`src/rtl/freq_pkg.sv`:
```
// rtl/freq_pkg.sv - shared widths and FSM encoding for the frequency calculator
package freq_pkg;

    localparam int CNT_W_DEF = 40;
    localparam int REF_W_DEF = 32;
    localparam int PW_DEF    = REF_W_DEF + CNT_W_DEF;

    typedef enum logic [2:0] {
        ST_IDLE    = 3'd0,
        ST_SETTLE  = 3'd1,
        ST_CAPTURE = 3'd2,
        ST_DIV     = 3'd3,
        ST_DONE    = 3'd4
    } state_e;

endpackage

```
`src/rtl/freq_calc_divider.sv`:
```
// rtl/freq_calc_divider.sv - restoring divider, one quotient bit per cycle, fixed PW-cycle latency
module seq_divider
    import freq_pkg::*;
#(
    parameter int PW = PW_DEF,
    parameter int DW = CNT_W_DEF
) (
    input  logic          clk_i,
    input  logic          rst_ni,
    input  logic          start_i,
    input  logic [PW-1:0] dividend_i,
    input  logic [DW-1:0] divisor_i,
    output logic          done_o,
    output logic [PW-1:0] quotient_o,
    output logic [DW-1:0] remainder_o
);

    localparam int CW = $clog2(PW);

    logic [DW-1:0] rem_q, rem_d, rem_src;
    logic [DW-1:0] dvs_q, dvs_src;
    logic [PW-1:0] sh_q, sh_d, sh_src;
    logic [CW-1:0] cnt_q;
    logic          run_q;
    logic          done_q;
    logic [DW:0]   trial;
    logic          ge;

    // The start cycle already retires the first quotient bit, so done lands PW cycles after start.
    always_comb begin
        rem_src = start_i ? '0 : rem_q;
        sh_src  = start_i ? dividend_i : sh_q;
        dvs_src = start_i ? divisor_i : dvs_q;
        trial   = {rem_src, sh_src[PW-1]};
        ge      = (trial >= {1'b0, dvs_src});
        rem_d   = ge ? DW'(trial - {1'b0, dvs_src}) : trial[DW-1:0];
        sh_d    = {sh_src[PW-2:0], ge};
    end

    always_ff @(posedge clk_i or negedge rst_ni) begin
        if (!rst_ni) begin
            rem_q  <= '0;
            dvs_q  <= '0;
            sh_q   <= '0;
            cnt_q  <= '0;
            run_q  <= 1'b0;
            done_q <= 1'b0;
        end else begin
            done_q <= 1'b0;
            if (start_i) begin
                rem_q <= rem_d;
                sh_q  <= sh_d;
                dvs_q <= divisor_i;
                cnt_q <= CW'(PW - 2);
                run_q <= 1'b1;
            end else if (run_q) begin
                rem_q <= rem_d;
                sh_q  <= sh_d;
                if (cnt_q == '0) begin
                    run_q  <= 1'b0;
                    done_q <= 1'b1;
                end else begin
                    cnt_q <= cnt_q - 1'b1;
                end
            end
        end
    end

    assign done_o      = done_q;
    assign quotient_o  = sh_q;
    assign remainder_o = rem_q;

endmodule

```
`src/rtl/freq_calc.sv`:
```
// rtl/freq_calc.sv - computes F_REF*Nx/Ns after each gate window, in the reference clock domain
module freq_calc
    import freq_pkg::*;
#(
    parameter int              CNT_W  = CNT_W_DEF,
    parameter int              REF_W  = REF_W_DEF,
    parameter longint unsigned F_REF  = 100_000_000,
    parameter int              OUT_W  = 32,
    parameter int              SETTLE = 8
) (
    input  logic             reference,
    input  logic             rst_n,
    input  logic             gate,
    input  logic [CNT_W-1:0] Nx,
    input  logic [CNT_W-1:0] Ns,
    output logic [OUT_W-1:0] freq_hz,
    output logic             freq_valid,
    output logic             busy,
    output logic             err_div0,
    output logic             err_ovf,
    output logic             overrun
);

    localparam int              PW     = REF_W + CNT_W;
    localparam int              SW     = $clog2(SETTLE);
    localparam logic [REF_W-1:0] FREF_C = REF_W'(F_REF);

    logic [1:0]       rst_sync_q;
    logic             rst_int_n;
    logic             gate_s1_q, gate_s2_q, gate_hist_q;
    logic             gate_fall;
    state_e           state_q;
    logic [SW-1:0]    settle_q;
    logic [OUT_W-1:0] freq_hz_q;
    logic             freq_valid_q, busy_q, err_div0_q, err_ovf_q;
    logic [PW-1:0]    product;
    logic             div_start;
    logic             div_done;
    logic [PW-1:0]    div_quot;
    logic [CNT_W-1:0] div_rem_unused;

    always_ff @(posedge reference or negedge rst_n) begin
        if (!rst_n) rst_sync_q <= 2'b00;
        else        rst_sync_q <= {rst_sync_q[0], 1'b1};
    end
    assign rst_int_n = rst_sync_q[1];

    always_ff @(posedge reference or negedge rst_int_n) begin
        if (!rst_int_n) begin
            gate_s1_q   <= 1'b0;
            gate_s2_q   <= 1'b0;
            gate_hist_q <= 1'b0;
        end else begin
            gate_s1_q   <= gate;
            gate_s2_q   <= gate_s1_q;
            gate_hist_q <= gate_s2_q;
        end
    end
    assign gate_fall = gate_hist_q & ~gate_s2_q;

    assign product   = PW'(FREF_C) * PW'(Nx);
    assign div_start = (state_q == ST_CAPTURE) && (Ns != '0);

    seq_divider #(
        .PW (PW),
        .DW (CNT_W)
    ) u_div (
        .clk_i       (reference),
        .rst_ni      (rst_int_n),
        .start_i     (div_start),
        .dividend_i  (product),
        .divisor_i   (Ns),
        .done_o      (div_done),
        .quotient_o  (div_quot),
        .remainder_o (div_rem_unused)
    );

    always_ff @(posedge reference or negedge rst_int_n) begin
        if (!rst_int_n) begin
            state_q      <= ST_IDLE;
            settle_q     <= '0;
            freq_hz_q    <= '0;
            freq_valid_q <= 1'b0;
            busy_q       <= 1'b0;
            err_div0_q   <= 1'b0;
            err_ovf_q    <= 1'b0;
        end else begin
            freq_valid_q <= 1'b0;
            case (state_q)
                ST_IDLE: begin
                    if (gate_fall) begin
                        state_q  <= ST_SETTLE;
                        settle_q <= SW'(SETTLE - 1);
                        busy_q   <= 1'b1;
                    end
                end
                ST_SETTLE: begin
                    if (settle_q == '0) state_q <= ST_CAPTURE;
                    else                settle_q <= settle_q - 1'b1;
                end
                ST_CAPTURE: begin
                    if (Ns == '0) begin
                        state_q      <= ST_DONE;
                        freq_valid_q <= 1'b1;
                        freq_hz_q    <= '1;
                        err_div0_q   <= 1'b1;
                        err_ovf_q    <= 1'b0;
                    end else begin
                        state_q <= ST_DIV;
                    end
                end
                ST_DIV: begin
                    if (div_done) begin
                        state_q      <= ST_DONE;
                        freq_valid_q <= 1'b1;
                        err_div0_q   <= 1'b0;
                        // Anything above OUT_W bits saturates the result.
                        if (div_quot[PW-1:OUT_W] != '0) begin
                            freq_hz_q <= '1;
                            err_ovf_q <= 1'b1;
                        end else begin
                            freq_hz_q <= div_quot[OUT_W-1:0];
                            err_ovf_q <= 1'b0;
                        end
                    end
                end
                ST_DONE: begin
                    state_q <= ST_IDLE;
                    busy_q  <= 1'b0;
                end
                default: begin
                    state_q <= ST_IDLE;
                    busy_q  <= 1'b0;
                end
            endcase
        end
    end

    assign overrun    = gate_fall & (state_q != ST_IDLE);
    assign freq_hz    = freq_hz_q;
    assign freq_valid = freq_valid_q;
    assign busy       = busy_q;
    assign err_div0   = err_div0_q;
    assign err_ovf    = err_ovf_q;

endmodule
```
`config.mk`:
```
export PLATFORM = sky130hd
export DESIGN_NAME = freq_calc
export DESIGN_NICKNAME = d
export VERILOG_FILES = /design/src/rtl/freq_pkg.sv /design/src/rtl/freq_calc_divider.sv /design/src/rtl/freq_calc.sv
export SDC_FILE = /design/constraint.sdc
export NUM_CORES = 2
export LEC_CHECK = 0
export BUFFER_PORTS_ARGS = -buffer_cell sky130_fd_sc_hd__buf_2
export CAP_MARGIN = 10
export CORE_UTILIZATION = 60
export DETAILED_ROUTE_END_ITERATION = 7
export PLACE_DENSITY = 0.78
export RECOVER_POWER = 25
export SYNTH_ARGS = -nofsm -noshare
export SYNTH_HDL_FRONTEND = slang
export SYNTH_SLANG_ARGS = --single-unit
```
`constraint.sdc`:
```
create_clock -name reference -period 8.3 [get_ports reference]
set_input_delay 0.415 -clock reference [delete_from_list [all_inputs] [get_ports reference]]
set_output_delay 0.415 -clock reference [all_outputs]
set_load 0.01 [all_outputs]
```
==> flow_summary_export.csv <==
group,metric,value,unit
synthesis,async_flop_share,1.000,
synthesis,synth_edf_count,0,
timing,setup_viol,0,
global_route,antenna_found_initial,0,
synthesis,synth_ff_type,"dfrtp_1",
clock_tree,post-cts-setup-buffers,0,
synthesis,syn_area_per_cell,9.375,sq um
placement,gp_congestion,0.9478,
setup_path,critPathArrivalTime,6.96,ns
timing,max_slew_margin,-1.376,
synthesis,synth.distinct_cells,75,
finish,fin_util,0.6492,
detailed_routing,vias,19028,
global_route,grt_max_degree,145,
finish,n_fill_cell,3615,
detailed_routing,drc,0,
timing,fin_skew,0.01414,ns
setup_path,required,8.69,ns
clock_tree,numCtsBuffers,22,
global_route,grt_overflow,0,
clock_tree,root_buffer,"clkbuf_16",
placement,portBuffers,119,
die,die-area,44480,sq um
clock_tree,cts_num_sinks,208,
global_route,grt_pass1_vias,20001,
synthesis,synth_area,26180,sq um
clock_tree,cts-resized-gates,0,
status,violations,"capacitance limit, slew limit",
synthesis,synth_nets,3519,
timing,drv_slew,209,
setup_path,crit_top_cell,"fa_1",
finish,num_antenna_cells,0,
detailed_routing,first_pass_iters,4,
clock_tree,clkTransAtPathRegs,0.06,ns
synthesis,synthCells,2793,
setup_path,critical_path.max_fanout,6,
finish,drive_above_1_share,0.05397,
finish,nNetsFinal,3582,
die,core-area,43080,sq um
synthesis,yosys-top-cells-area,"fa_1 28%, dfrtp_1 20%, ha_1 13%",
setup_path,cp_slowest_cell,"fa_1",
clock_tree,clockBufferDepth,3,
finish,area_growth,6.800,%
detailed_routing,post_drt_via_cell_ratio,5.504,
detailed_routing,ant_nets,0,
synthesis,ys_warn_count,0,
worst_hold_path,hold_class,"input pin to flip-flop",
timing,fmaxAchievable,0.1522,GHz
die,die_w,210.9,um
setup_path,cpPeakStageDelay,0.57,ns
detailed_routing,wl_per_cell,17.46,um
clock_tree,cts_hold_buf,1,
die,initial_core_util,0.6078,
timing,tightest_slew,3.565,ns
timing,post-route-period-util,0.7915,
setup_path,endpoint_kind,"flip-flop",
setup_path,startpoint_type,"input pin",
global_route,grt_pass1_wl,100900,um
die,die_h,210.9,um
placement,dp_hpwl,49960,um
clock_tree,cts_tree,"yes",
synthesis,synth_seq_cells,208,
timing,final.setup.tns,0,ns
clock_tree,htree_levels,1,
timing,fin_crit,6.569,ns
setup_path,critPathKind,"input pin to flip-flop",
timing,finalHoldViolCount,0,
detailed_routing,wl,60350,um
synthesis,netlist.area_leader.share,0.2791,
setup_path,crit_chain,"buf_2 -> inv_1 -> fa_1 -> inv_1 -> fa_1 -> fa_1 -> fa_1 -> fa_1 -> inv_1 -> fa_1 -> inv_1 -> ha_1 -> a21o_1 -> a31oi_1 -> o2111ai_1 -> a21o_1 -> o211ai_1 -> a21oi_1 -> or2_2 -> a2111oi_0 -> a211oi_1",
detailed_routing,drt_iter0_drc,1231,
die,placementRows,76,
die,pin_count,120,
clock_tree,insertion_delay,0.52,ns
job,max-cap-violations,2,
synthesis,ys_seq_area_frac,0.1988,
timing,rsz0062_at_grt,"false",
global_route,grt.total_usage,0.2854,
synthesis,synth_top_area_cell,"fa_1",
status,status,"finished with violations",
## cell usage after synthesis, types with 17 or more instances
cell type  count
fa_1         365
nor2_1       150
ha_1         278
xor2_1        36
xnor2_1       55
mux2i_1       97
a21o_1        67
a211oi_1      19
dfrtp_1      208
and2_1        41
o21ai_0      126
nand2_1      179
nand4_1       17
inv_1        619
clkbuf_1      73
nor2b_1       18
a21oi_1      134
nor4_1        27
nor3_1        24
nand3_1       40
a31oi_1       24
and3_1        20
## registers in the layout, summed over array words and instances (netlist names)
register,flops
err_ovf,1
u_div.quotient_o,72
u_div.dvs_q,40
gate_s1_q,1
settle_q,3
u_div.run_q,1
freq_valid,1
u_div.cnt_q,7
rst_sync_q,2
u_div.remainder_o,40
gate_hist_q,1
busy,1
freq_hz,32
err_div0,1
u_div.done_o,1
gate_s2_q,1
state_q,3
## per-stage QoR
| step | hold WS (ns) | setup WS [ns] | cell area [sq um] | instances |
|---|---|---|---|---|
| after global routing | 0.002554 | 0.9904 | 27960 | 3457 |
| after floorplan | 0.1194 | 2.075 | 26180 | 2793 |
| after CTS | 0.003536 | 1.872 | 28010 | 3456 |
| after detailed placement | 0.2028 | 1.343 | 27220 | 3415 |
| final | 0.01661 | 1.731 | 27960 | 3457 |
| after global placement | 0.1995 | 1.448 | 27220 | 3415 |
## logic make-up after synthesis
| family | share of synthesized area |
|---|---|
| fa+ha+maj | 0.4119 |
| compound gates | 0.1130 |
| xor+xnor | 0.03044 |
| flops | 0.1988 |
| mux | 0.04009 |
| simple gates | 0.1020 |
| buf+inv | 0.1036 |
| other cells | 0.0001432 |
## layer usage
metal | vias to the layer above | wire, um | track usage | share of wire
met2 | 445 | 28250 | 0.4706 | 0.47
met3 | 103 | 2811 | 0.03776 | 0.047
met5 | - | 0 | 0 | 0
met4 | 0 | 1727 | 0.08446 | 0.029
li1 | 9104 | - | - | -
met1 | 9376 | 27550 | 0.3952 | 0.46
## worst max-delay path: cells and delay by family
family / cells / cell delay [ns]
adder cells (fa/ha/maj): 7 / 3.56
AO/OA/AOI/OAI: 8 / 2.14
AND/OR/NAND/NOR: 1 / 0.32
buffers and inverters: 5 / 0.51
## placed cells by master (no fill, tap or decap), drive strengths merged, types with 6 or more instances in the layout
cell type / count
fa: 365
xor2: 36
o2bb2ai: 6
nor2b: 18
o21ai: 130
and2: 41
a211oi: 19
nor3: 26
xnor2: 55
a31oi: 24
nor2: 151
nand2: 179
o21a: 10
mux2: 7
nand2b: 13
buf: 91
and3: 20
a21oi: 135
a21o: 67
a221oi: 6
o211ai: 8
nand4: 17
o31ai: 7
and4: 7
clkbuf: 70
inv: 620
or3: 6
mux2i: 97
nor4: 27
nand3: 40
o21bai: 11
ha: 278
a221o: 13
dfrtp: 208
## final timing paths
| check | to | slack (ns) | start | cells after the start |
|---|---|---|---|---|
| setup / recovery | u_div.quotient_o[63] | 1.73 | Nx[8] | 21 |
| hold / removal | gate_s1_q | 0.02 | gate | 1 |
| setup reg to reg | u_div.run_q | 2.25 | rst_sync_q[1] | 1 |
| hold reg to reg | rst_sync_q[1] | 0.35 | rst_sync_q[0] | 0 |
| max in group asynchronous | u_div.run_q | 2.25 | rst_sync_q[1] | 1 |
| min in group asynchronous | rst_sync_q[0] | 0.20 | rst_n | 2 |
## area by class of cell
class / count / area (sq um) / area share
Clock inverter: 8 / 98.84 / 0.003535
Clock buffer: 32 / 679.4 / 0.02430
Sequential cell: 208 / 5209 / 0.1863
Tap cell: 585 / 732.0 / 0.02617
Inverter: 619 / 2323 / 0.08309
Multi-Input combinational cell: 1875 / 18270 / 0.6533
Timing Repair Buffer: 130 / 651.9 / 0.02331
Power is left out: the tool's default activity adds up to more than one toggle a clock period on the data nets, which glitch-free logic cannot reach.
